==> src/rtl/scan_sequencer_if.sv <==
// Control/status bundle between a scan controller and the scan_sequencer.
// The dir signal exists only when SCAN_SEQUENCER_REVERSE_EN is defined.
interface scan_sequencer_if;
    logic       start;
    logic       stop;
    logic       cont;
    logic [3:0] mask;
`ifdef SCAN_SEQUENCER_REVERSE_EN
    logic       dir;
`endif
    logic       x;
    logic       y;
    logic       z;
    logic       busy;
    logic       done;

    modport master (
`ifdef SCAN_SEQUENCER_REVERSE_EN
        output dir,
`endif
        output start, stop, cont, mask,
        input  x, y, z, busy, done
    );

    modport slave (
`ifdef SCAN_SEQUENCER_REVERSE_EN
        input  dir,
`endif
        input  start, stop, cont, mask,
        output x, y, z, busy, done
    );
endinterface

==> src/rtl/scan_sequencer.sv <==
// Select-code sequencer driving an active-low 2-to-4 decoder: blank, then dwell, per unmasked code.
// Optional descending scan order when SCAN_SEQUENCER_REVERSE_EN is defined.
//
// state   | meaning
// S_IDLE  | waiting for start; z high, x/y hold last code
// S_BLANK | new code on x/y, z held high for BLANK cycles
// S_DWELL | decoder enabled (z low) for DWELL cycles
module scan_sequencer #(
    parameter int DWELL = 4,
    parameter int BLANK = 1
) (
    input logic            clk,
    input logic            rst,
    scan_sequencer_if.slave bus
);
    typedef enum logic [1:0] {S_IDLE, S_BLANK, S_DWELL} state_t;

    localparam logic [7:0] DWELL_LD = 8'(DWELL - 1);
    localparam logic [7:0] BLANK_LD = 8'((BLANK > 0) ? BLANK - 1 : 0);
    localparam state_t     ENTER_STATE = (BLANK > 0) ? S_BLANK : S_DWELL;
    localparam logic [7:0] ENTER_CNT   = (BLANK > 0) ? BLANK_LD : DWELL_LD;
    localparam logic       ENTER_Z     = (BLANK > 0);

    state_t     state;
    logic [7:0] cnt;
    logic [3:0] mask_q;
    logic       cont_q;
    logic [1:0] sel;
    logic       z_q;
    logic       busy_q;
    logic       done_q;
    logic       dir_live;
    logic       dir_q;
    logic [2:0] start_pick;
    logic [2:0] step_pick;
    logic [2:0] wrap_pick;

`ifdef SCAN_SEQUENCER_REVERSE_EN
    assign dir_live = bus.dir;
`else
    assign dir_live = 1'b0;
    assign dir_q    = 1'b0;
`endif

    // Result format: {found, code}. Ascending keeps the first hit, descending the last.
    function automatic logic [2:0] first_code(input logic [3:0] m, input logic desc);
        logic [2:0] r;
        r = 3'b000;
        for (int i = 0; i < 4; i++) begin
            if (!m[i] && (desc || !r[2])) r = {1'b1, 2'(i)};
        end
        return r;
    endfunction

    function automatic logic [2:0] next_code(input logic [3:0] m, input logic [1:0] cur,
                                             input logic desc);
        logic [2:0] r;
        r = 3'b000;
        for (int i = 0; i < 4; i++) begin
            if (!m[i]) begin
                if (!desc && i > int'(cur) && !r[2]) r = {1'b1, 2'(i)};
                if (desc && i < int'(cur))           r = {1'b1, 2'(i)};
            end
        end
        return r;
    endfunction

    always_comb begin
        start_pick = first_code(bus.mask, dir_live);
        step_pick  = next_code(mask_q, sel, dir_q);
        wrap_pick  = first_code(mask_q, dir_q);
    end

    always_ff @(posedge clk) begin
        if (rst) begin
            state  <= S_IDLE;
            cnt    <= 8'd0;
            mask_q <= 4'd0;
            cont_q <= 1'b0;
            sel    <= 2'd0;
            z_q    <= 1'b1;
            busy_q <= 1'b0;
            done_q <= 1'b0;
`ifdef SCAN_SEQUENCER_REVERSE_EN
            dir_q  <= 1'b0;
`endif
        end else begin
            done_q <= 1'b0;
            case (state)
                S_IDLE: begin
                    if (bus.start) begin
                        if (!start_pick[2]) begin
                            done_q <= 1'b1;
                        end else begin
                            mask_q <= bus.mask;
                            cont_q <= bus.cont;
`ifdef SCAN_SEQUENCER_REVERSE_EN
                            dir_q  <= dir_live;
`endif
                            sel    <= start_pick[1:0];
                            busy_q <= 1'b1;
                            state  <= ENTER_STATE;
                            cnt    <= ENTER_CNT;
                            z_q    <= ENTER_Z;
                        end
                    end
                end
                S_BLANK: begin
                    if (bus.stop) begin
                        state  <= S_IDLE;
                        z_q    <= 1'b1;
                        busy_q <= 1'b0;
                    end else if (cnt == 8'd0) begin
                        state <= S_DWELL;
                        cnt   <= DWELL_LD;
                        z_q   <= 1'b0;
                    end else begin
                        cnt <= cnt - 8'd1;
                    end
                end
                S_DWELL: begin
                    if (bus.stop) begin
                        state  <= S_IDLE;
                        z_q    <= 1'b1;
                        busy_q <= 1'b0;
                    end else if (cnt == 8'd0) begin
                        if (step_pick[2] || cont_q) begin
                            // Wrap target is always valid: start was refused for an all-masked set.
                            sel   <= step_pick[2] ? step_pick[1:0] : wrap_pick[1:0];
                            state <= ENTER_STATE;
                            cnt   <= ENTER_CNT;
                            z_q   <= ENTER_Z;
                        end else begin
                            state  <= S_IDLE;
                            z_q    <= 1'b1;
                            busy_q <= 1'b0;
                            done_q <= 1'b1;
                        end
                    end else begin
                        cnt <= cnt - 8'd1;
                    end
                end
                default: state <= S_IDLE;
            endcase
        end
    end

    assign bus.x    = sel[1];
    assign bus.y    = sel[0];
    assign bus.z    = z_q;
    assign bus.busy = busy_q;
    assign bus.done = done_q;
endmodule

==> src/flat_wrapper.sv <==
// flat-port wrapper written by rule: the top's interface ports become plain ports
module scan_sequencer_flat 
#(
    parameter int DWELL = 4,
    parameter int BLANK = 1
)
  (clk, rst, bus_start, bus_stop, bus_cont, bus_mask, bus_x, bus_y, bus_z, bus_busy, bus_done);
  scan_sequencer_if bus_i ();
  input logic clk;
  input logic rst;
  input wire logic [$bits(bus_i.start)-1:0] bus_start;
  input wire logic [$bits(bus_i.stop)-1:0] bus_stop;
  input wire logic [$bits(bus_i.cont)-1:0] bus_cont;
  input wire logic [$bits(bus_i.mask)-1:0] bus_mask;
  output wire logic [$bits(bus_i.x)-1:0] bus_x;
  output wire logic [$bits(bus_i.y)-1:0] bus_y;
  output wire logic [$bits(bus_i.z)-1:0] bus_z;
  output wire logic [$bits(bus_i.busy)-1:0] bus_busy;
  output wire logic [$bits(bus_i.done)-1:0] bus_done;
  assign bus_i.start = bus_start;
  assign bus_i.stop = bus_stop;
  assign bus_i.cont = bus_cont;
  assign bus_i.mask = bus_mask;
  assign bus_x = bus_i.x;
  assign bus_y = bus_i.y;
  assign bus_z = bus_i.z;
  assign bus_busy = bus_i.busy;
  assign bus_done = bus_i.done;
  scan_sequencer #(.DWELL(DWELL), .BLANK(BLANK)) u_core (.clk(clk), .rst(rst), .bus(bus_i));
endmodule
==> config.mk <==
export PLATFORM = sky130hd
export DESIGN_NAME = scan_sequencer_flat
export DESIGN_NICKNAME = d
export VERILOG_FILES = /design/src/rtl/scan_sequencer_if.sv /design/src/rtl/scan_sequencer.sv /design/src/flat_wrapper.sv
export SDC_FILE = /design/constraint.sdc
export NUM_CORES = 1
export LEC_CHECK = 0
export CORE_MARGIN = 2
export CORE_UTILIZATION = 59
export CTS_CLUSTER_SIZE = 28
export DETAILED_ROUTE_END_ITERATION = 10
export PLACE_DENSITY_LB_ADDON = 0.15
export SYNTH_ARGS = -nofsm -noshare
export SYNTH_HDL_FRONTEND = slang
export SYNTH_SLANG_ARGS = --single-unit
==> constraint.sdc <==
create_clock -name clk -period 5.3 [get_ports clk]
set_input_delay 0.53 -clock clk [delete_from_list [all_inputs] [get_ports clk]]
set_output_delay 0.53 -clock clk [all_outputs]
set_load 0.01 [all_outputs]
Word-level counts from Yosys, hierarchy flattened
Cells that the tools add are included.
{"block": "word_totals", "regBits": 20, "input_bits": 9, "output_inout_bits": 5, "word_cells": 113}
{"block": "op_classes", "add_sub_neg": 1, "order_cmp": 3, "eq_ne": 13, "n_mux": 55, "n_reduce_logical": 33}
{"cell": "two-way mux 8 bit", "count": 7}
{"cell": "two-way mux 3 bit", "count": 13}
{"cell": "two-way mux 2 bit", "count": 13}
{"cell": "one-hot mux 8 bit (3 select lines)", "count": 1}
{"cell": "AND reduction 6 bit", "count": 3}
{"cell": "two-way mux 1 bit", "count": 16}
{"cell": "zero test 1 bit", "count": 14}
{"cell": "logical AND 1 bit", "count": 8}
{"cell": "zero test 8 bit", "count": 1}
{"cell": "inequality test 2 bit (second input constant)", "count": 4}
{"cell": "subtractor 8 x 1 -> 8 bit (second input constant)", "count": 1}
{"cell": "inequality test 2 x 1 -> 1 bit (second input constant)", "count": 3}
{"cell": "inequality test 3 x 2 -> 1 bit (second input constant)", "count": 2}
{"cell": "inequality test 3 bit (second input constant)", "count": 2}
{"cell": "one-hot mux 1 bit (3 select lines)", "count": 2}
{"cell": "one-hot mux 2 bit (3 select lines)", "count": 1}
{"cell": "AND reduction 5 bit", "count": 1}
{"cell": "greater-than comparator 2 bit (first input constant)", "count": 2}
{"cell": "one-hot mux 2 bit (2 select lines)", "count": 1}
{"cell": "AND reduction 4 bit", "count": 1}
{"cell": "AND reduction 3 bit", "count": 1}
{"cell": "nonzero test 3 bit", "count": 1}
{"cell": "== test 2 x 1 -> 1 bit (second input constant)", "count": 1}
{"cell": "== test 2 bit (second input constant)", "count": 1}
{"cell": "other kinds (5)", "count": 5}

Logic depth before layout (Yosys ltp)
{"block": "depth", "ltp_word": 16, "depth_mapped": 8, "depth_no_buf": 7}

Worst setup path after synthesis
Ideal clock, no wire load.
{"block": "synth_timing", "path_type": "reg2reg", "startpoint": "register u_core.state[0]", "endpoint": "register u_core.cnt[5]", "setup_time_ns": 0.117, "arrival_time_ns": 1.698, "t_required_ns": 5.183, "slack_ns": 3.484, "path_stages_with_launch": 8, "path_buffers": 1, "period_less_slack_ns": 1.816, "cell_sequence": "dfxtp_1 -> inv_1 -> ha_1 -> clkbuf_1 -> and4_2 -> a211oi_2 -> o21ai_0 -> a32o_1"}
{"block": "synth_between", "elab_chain_len": 3, "word_cells_on_any_way": 11, "cone_classes": "eq/ne: 7; mux: 1; reduce/logical: 3"}
{"item": "start, declared", "line_no": "scan_sequencer.sv:24", "rtl": "state_t state;"}
{"item": "start signal, assigned", "line_no": "scan_sequencer.sv:76", "rtl": "state <= S_IDLE;"}
{"item": "start signal, assigned", "line_no": "scan_sequencer.sv:102", "rtl": "state <= ENTER_STATE;"}
{"item": "start signal, assigned", "line_no": "scan_sequencer.sv:110", "rtl": "state <= S_IDLE;"}
{"item": "== test 2 bit, or another cell as far along", "line_no": "scan_sequencer.sv:89", "rtl": "case (state)"}
{"item": "inequality test 3 bit (no source line), or another cell as far along"}
{"item": "AND reduction 6 bit (no source line)"}
{"item": "end signal, assigned", "line_no": "scan_sequencer.sv:118", "rtl": "cnt <= cnt - 8'd1;"}
{"item": "end signal, assigned", "line_no": "scan_sequencer.sv:140", "rtl": "cnt <= cnt - 8'd1;"}
{"item": "end, declared", "line_no": "scan_sequencer.sv:25", "rtl": "logic [7:0] cnt;"}
Parallel ways exist; a longest one is shown, timed or not.
A chain may end at the register's enable or synchronous reset.

==> metrics.txt <==
MaxCap Viol Count=0; P per Cell Area=296 nW/µm²; critical path startpoint category=input port; final worst-path cycle share=44.1%; hold_buf cts=0; Gate Count Post-Synth=148; Final GP Congestion=0.840; Die X=49.5 µm; Post-CTS Setup Repair Bufs=0; initial DRC count=29; met2 WL=1.25 mm; final net count=178; setup TNS=0 ns; wire length on met1=1.16 mm; crit end category=flop; GRT Residual Overflow=0; overall power=418 µW; Vias/cell=6.03; Most used DFF post-synth=dfxtp_1; htree depth=1; final number of hold-violating endpoints=0; FF-to-FF setup slack=3.26 ns; top cell type's share of synthesized area=32.7%; Seq cells post-synth=20; filler instances=171; largest net degree at the start of global routing=22; clk sinks=20; Initial Util=62.4%; Clock power frac=21.6%; CTS buffer count=3; TritonCTS clock tree=yes; fmax=428 MHz; cells along the critical path=clkdlybuf4s50_1, nand2b_1, a311oi_1, o21ai_0, o21ai_0, a32o_1; crit-path most repeated cell=o21ai_0; Top delay family on crit path=compound AO/OA/AOI/OAI gates; status=completed; Antenna Nets Post-Route=0; leading area contributor after synthesis=dfxtp_1; area grow syn2layout=15.4%; Slew @ Worst Pin=0.763 ns; ranking of synthesized cells by instance count=dfxtp_1, nor2_1, nand2_1, inv_1; worst-skew pair later-pin latency=0.30 ns; max incr delay on CP=0.76 ns; die area=2450 µm²; overall via count from detail_route=1139; Final Critical Period=2.34 ns; top post-synthesis cells by area=dfxtp_1, ha_1, nor2_1; Ys Warns=0; Seq/Total Area, Yosys=32.7%; vias in the first global route=1032; # IOs=14; crit path max-delay cell type=clkdlybuf4s50_1; Longest Clk Path Bufs=2; Req. time, crit path=5.55 ns; final core utilization=72.0%; count leader, synth=dfxtp_1; Worst Skew=0.00569 ns; Post-DP HPWL=1.96 mm; n_diodes=0; 1st-pass router iterations=4; Cell variety after synth=43; worst path bufs/invs=1; EDFF count, synth=0; critical path type=in2reg; CORE AREA=1960 µm²; RSZ-0062 raised after global routing=false; Routed wire per std cell=13.5 µm; layout cell share with drive strength beyond 1=9.26%; Site Rows=16; Post-synth ARST share=0%; Synth Area per Inst=8.27 µm²; Top Metal Used=met4; IO buf count=13; Pleak=0.544 nW; worst hold path type=reg2reg; Syn Std Cell Area=1220 µm²; initial antenna violation count=0; Finish-stage setup viols=0; sequential share of power=44.6%; Arr. time, crit path=2.59 ns; Slew Viols, Final=0; VDD IR max=0.000186 V; first-pass GRT wire length=4.23 mm; clock root cell=clkbuf_4; Post-CTS Resized=0; sw power=146 µW; die height=49.5 µm; combinational share of power=33.8%; DR WL met3=106 µm; clock transition at the registers of the reported paths=0.12 ns; CP max FO=21; # DRC=0; routed wire length=2.55 mm; Switching Fraction=35.0%; Total GRT Usage=21.4%; Worst slew margin=48.7%; Int Pwr=272 µW; syn nets=163
-- sequential cells by signal (all words and copies together), names as in the netlist --
signal           count
u_core.cnt           8
u_core.cont_q        1
u_core.sel           2
u_core.bus.busy      1
u_core.mask_q        4
u_core.state         2
u_core.bus.z         1
u_core.bus.done      1
-- placed cells by master, fill, tap and decap left out, types with 2 or more instances in the layout --
master and count:
nand2b_1 5, o21ai_0 8, mux2i_1 3, o31ai_1 2
nor3b_1 2, o211ai_1 2, nor2_1 19, nand2_1 12
nand4_1 2, clkdlybuf4s50_1 13, mux2_1 2, a31oi_1 5
a21oi_1 8, nor2b_1 3, dfxtp_1 20, clkbuf_4 3
a32o_1 3, a211oi_2 2, nor3_1 8, inv_1 11
ha_1 6
-- worst register-to-register path, stage by stage (launching register included) --
cell	delay, ns
dfxtp_1	0.40
inv_1	0.09
ha_1	0.31
and4_2	0.27
a211oi_2	0.49
o21ai_0	0.16
a32o_1	0.23
-- cells by family (layout without fill, tap and decap cells) --
kind of cell / count (synthesis) / after routing / share of synthesized area (%)
compound gates: 42 / 42 / 24.8
fa+ha+maj: 6 / 6 / 6.13
buf+inv: 14 / 28 / 4.29
flops: 20 / 20 / 32.7
mux: 5 / 5 / 4.29
simple gates: 61 / 61 / 27.7
-- final cells by class --
| type | instances | area (µm²) | share of cell area (%) |
|---|---|---|---|
| multi-input combinational | 114 | 771 | 54.6 |
| inverter | 11 | 41.3 | 2.92 |
| sequential | 20 | 400 | 28.3 |
| clock buffer | 4 | 36.3 | 2.57 |
| tap | 27 | 33.8 | 2.39 |
| timing repair buffer | 13 | 130 | 9.21 |
-- metrics by stage --
stage / cells / setup slack [ns] / hold WS, ns / area (µm²)
after floorplan: 148 / 3.48 / 0.464 / 1220
after global placement: 185 / 2.69 / 0.446 / 1380
after detailed placement: 185 / 2.67 / 0.451 / 1380
after CTS: 189 / 2.99 / 0.479 / 1410
after global routing: 189 / 2.73 / 0.494 / 1410
final: 189 / 2.96 / 0.474 / 1410
-- power groups by stage --
| stage | registers, mW | clock network, mW | logic (mW) |
|---|---|---|---|
| 2_1_floorplan | 0.187 | 0 | 0.101 |
| 6_report | 0.187 | 0.0905 | 0.141 |
| 5_1_grt | 0.189 | 0.0977 | 0.156 |
| 3_3_place_gp | 0.187 | 0 | 0.138 |
| 4_1_cts | 0.186 | 0.0931 | 0.141 |
| 3_5_place_dp | 0.190 | 0 | 0.141 |
-- metal layers --
metal | global-route usage, % | up-vias
li1 | - | 569
met1 | 25.3 | 534
met5 | 0 | -
met2 | 40.2 | 30
met3 | 2.73 | 6
met4 | 5.56 | 0
-- final timing paths --
kind,cells after the start,endpoint,from
setup / recovery,6,u_core.cnt[5],rst
hold / removal,1,u_core.bus.z,u_core.bus.z
setup reg to reg,6,u_core.cnt[5],u_core.state[0]
hold reg to reg,1,u_core.bus.z,u_core.bus.z
No activity file was read; power rests on OpenSTA's default activity.
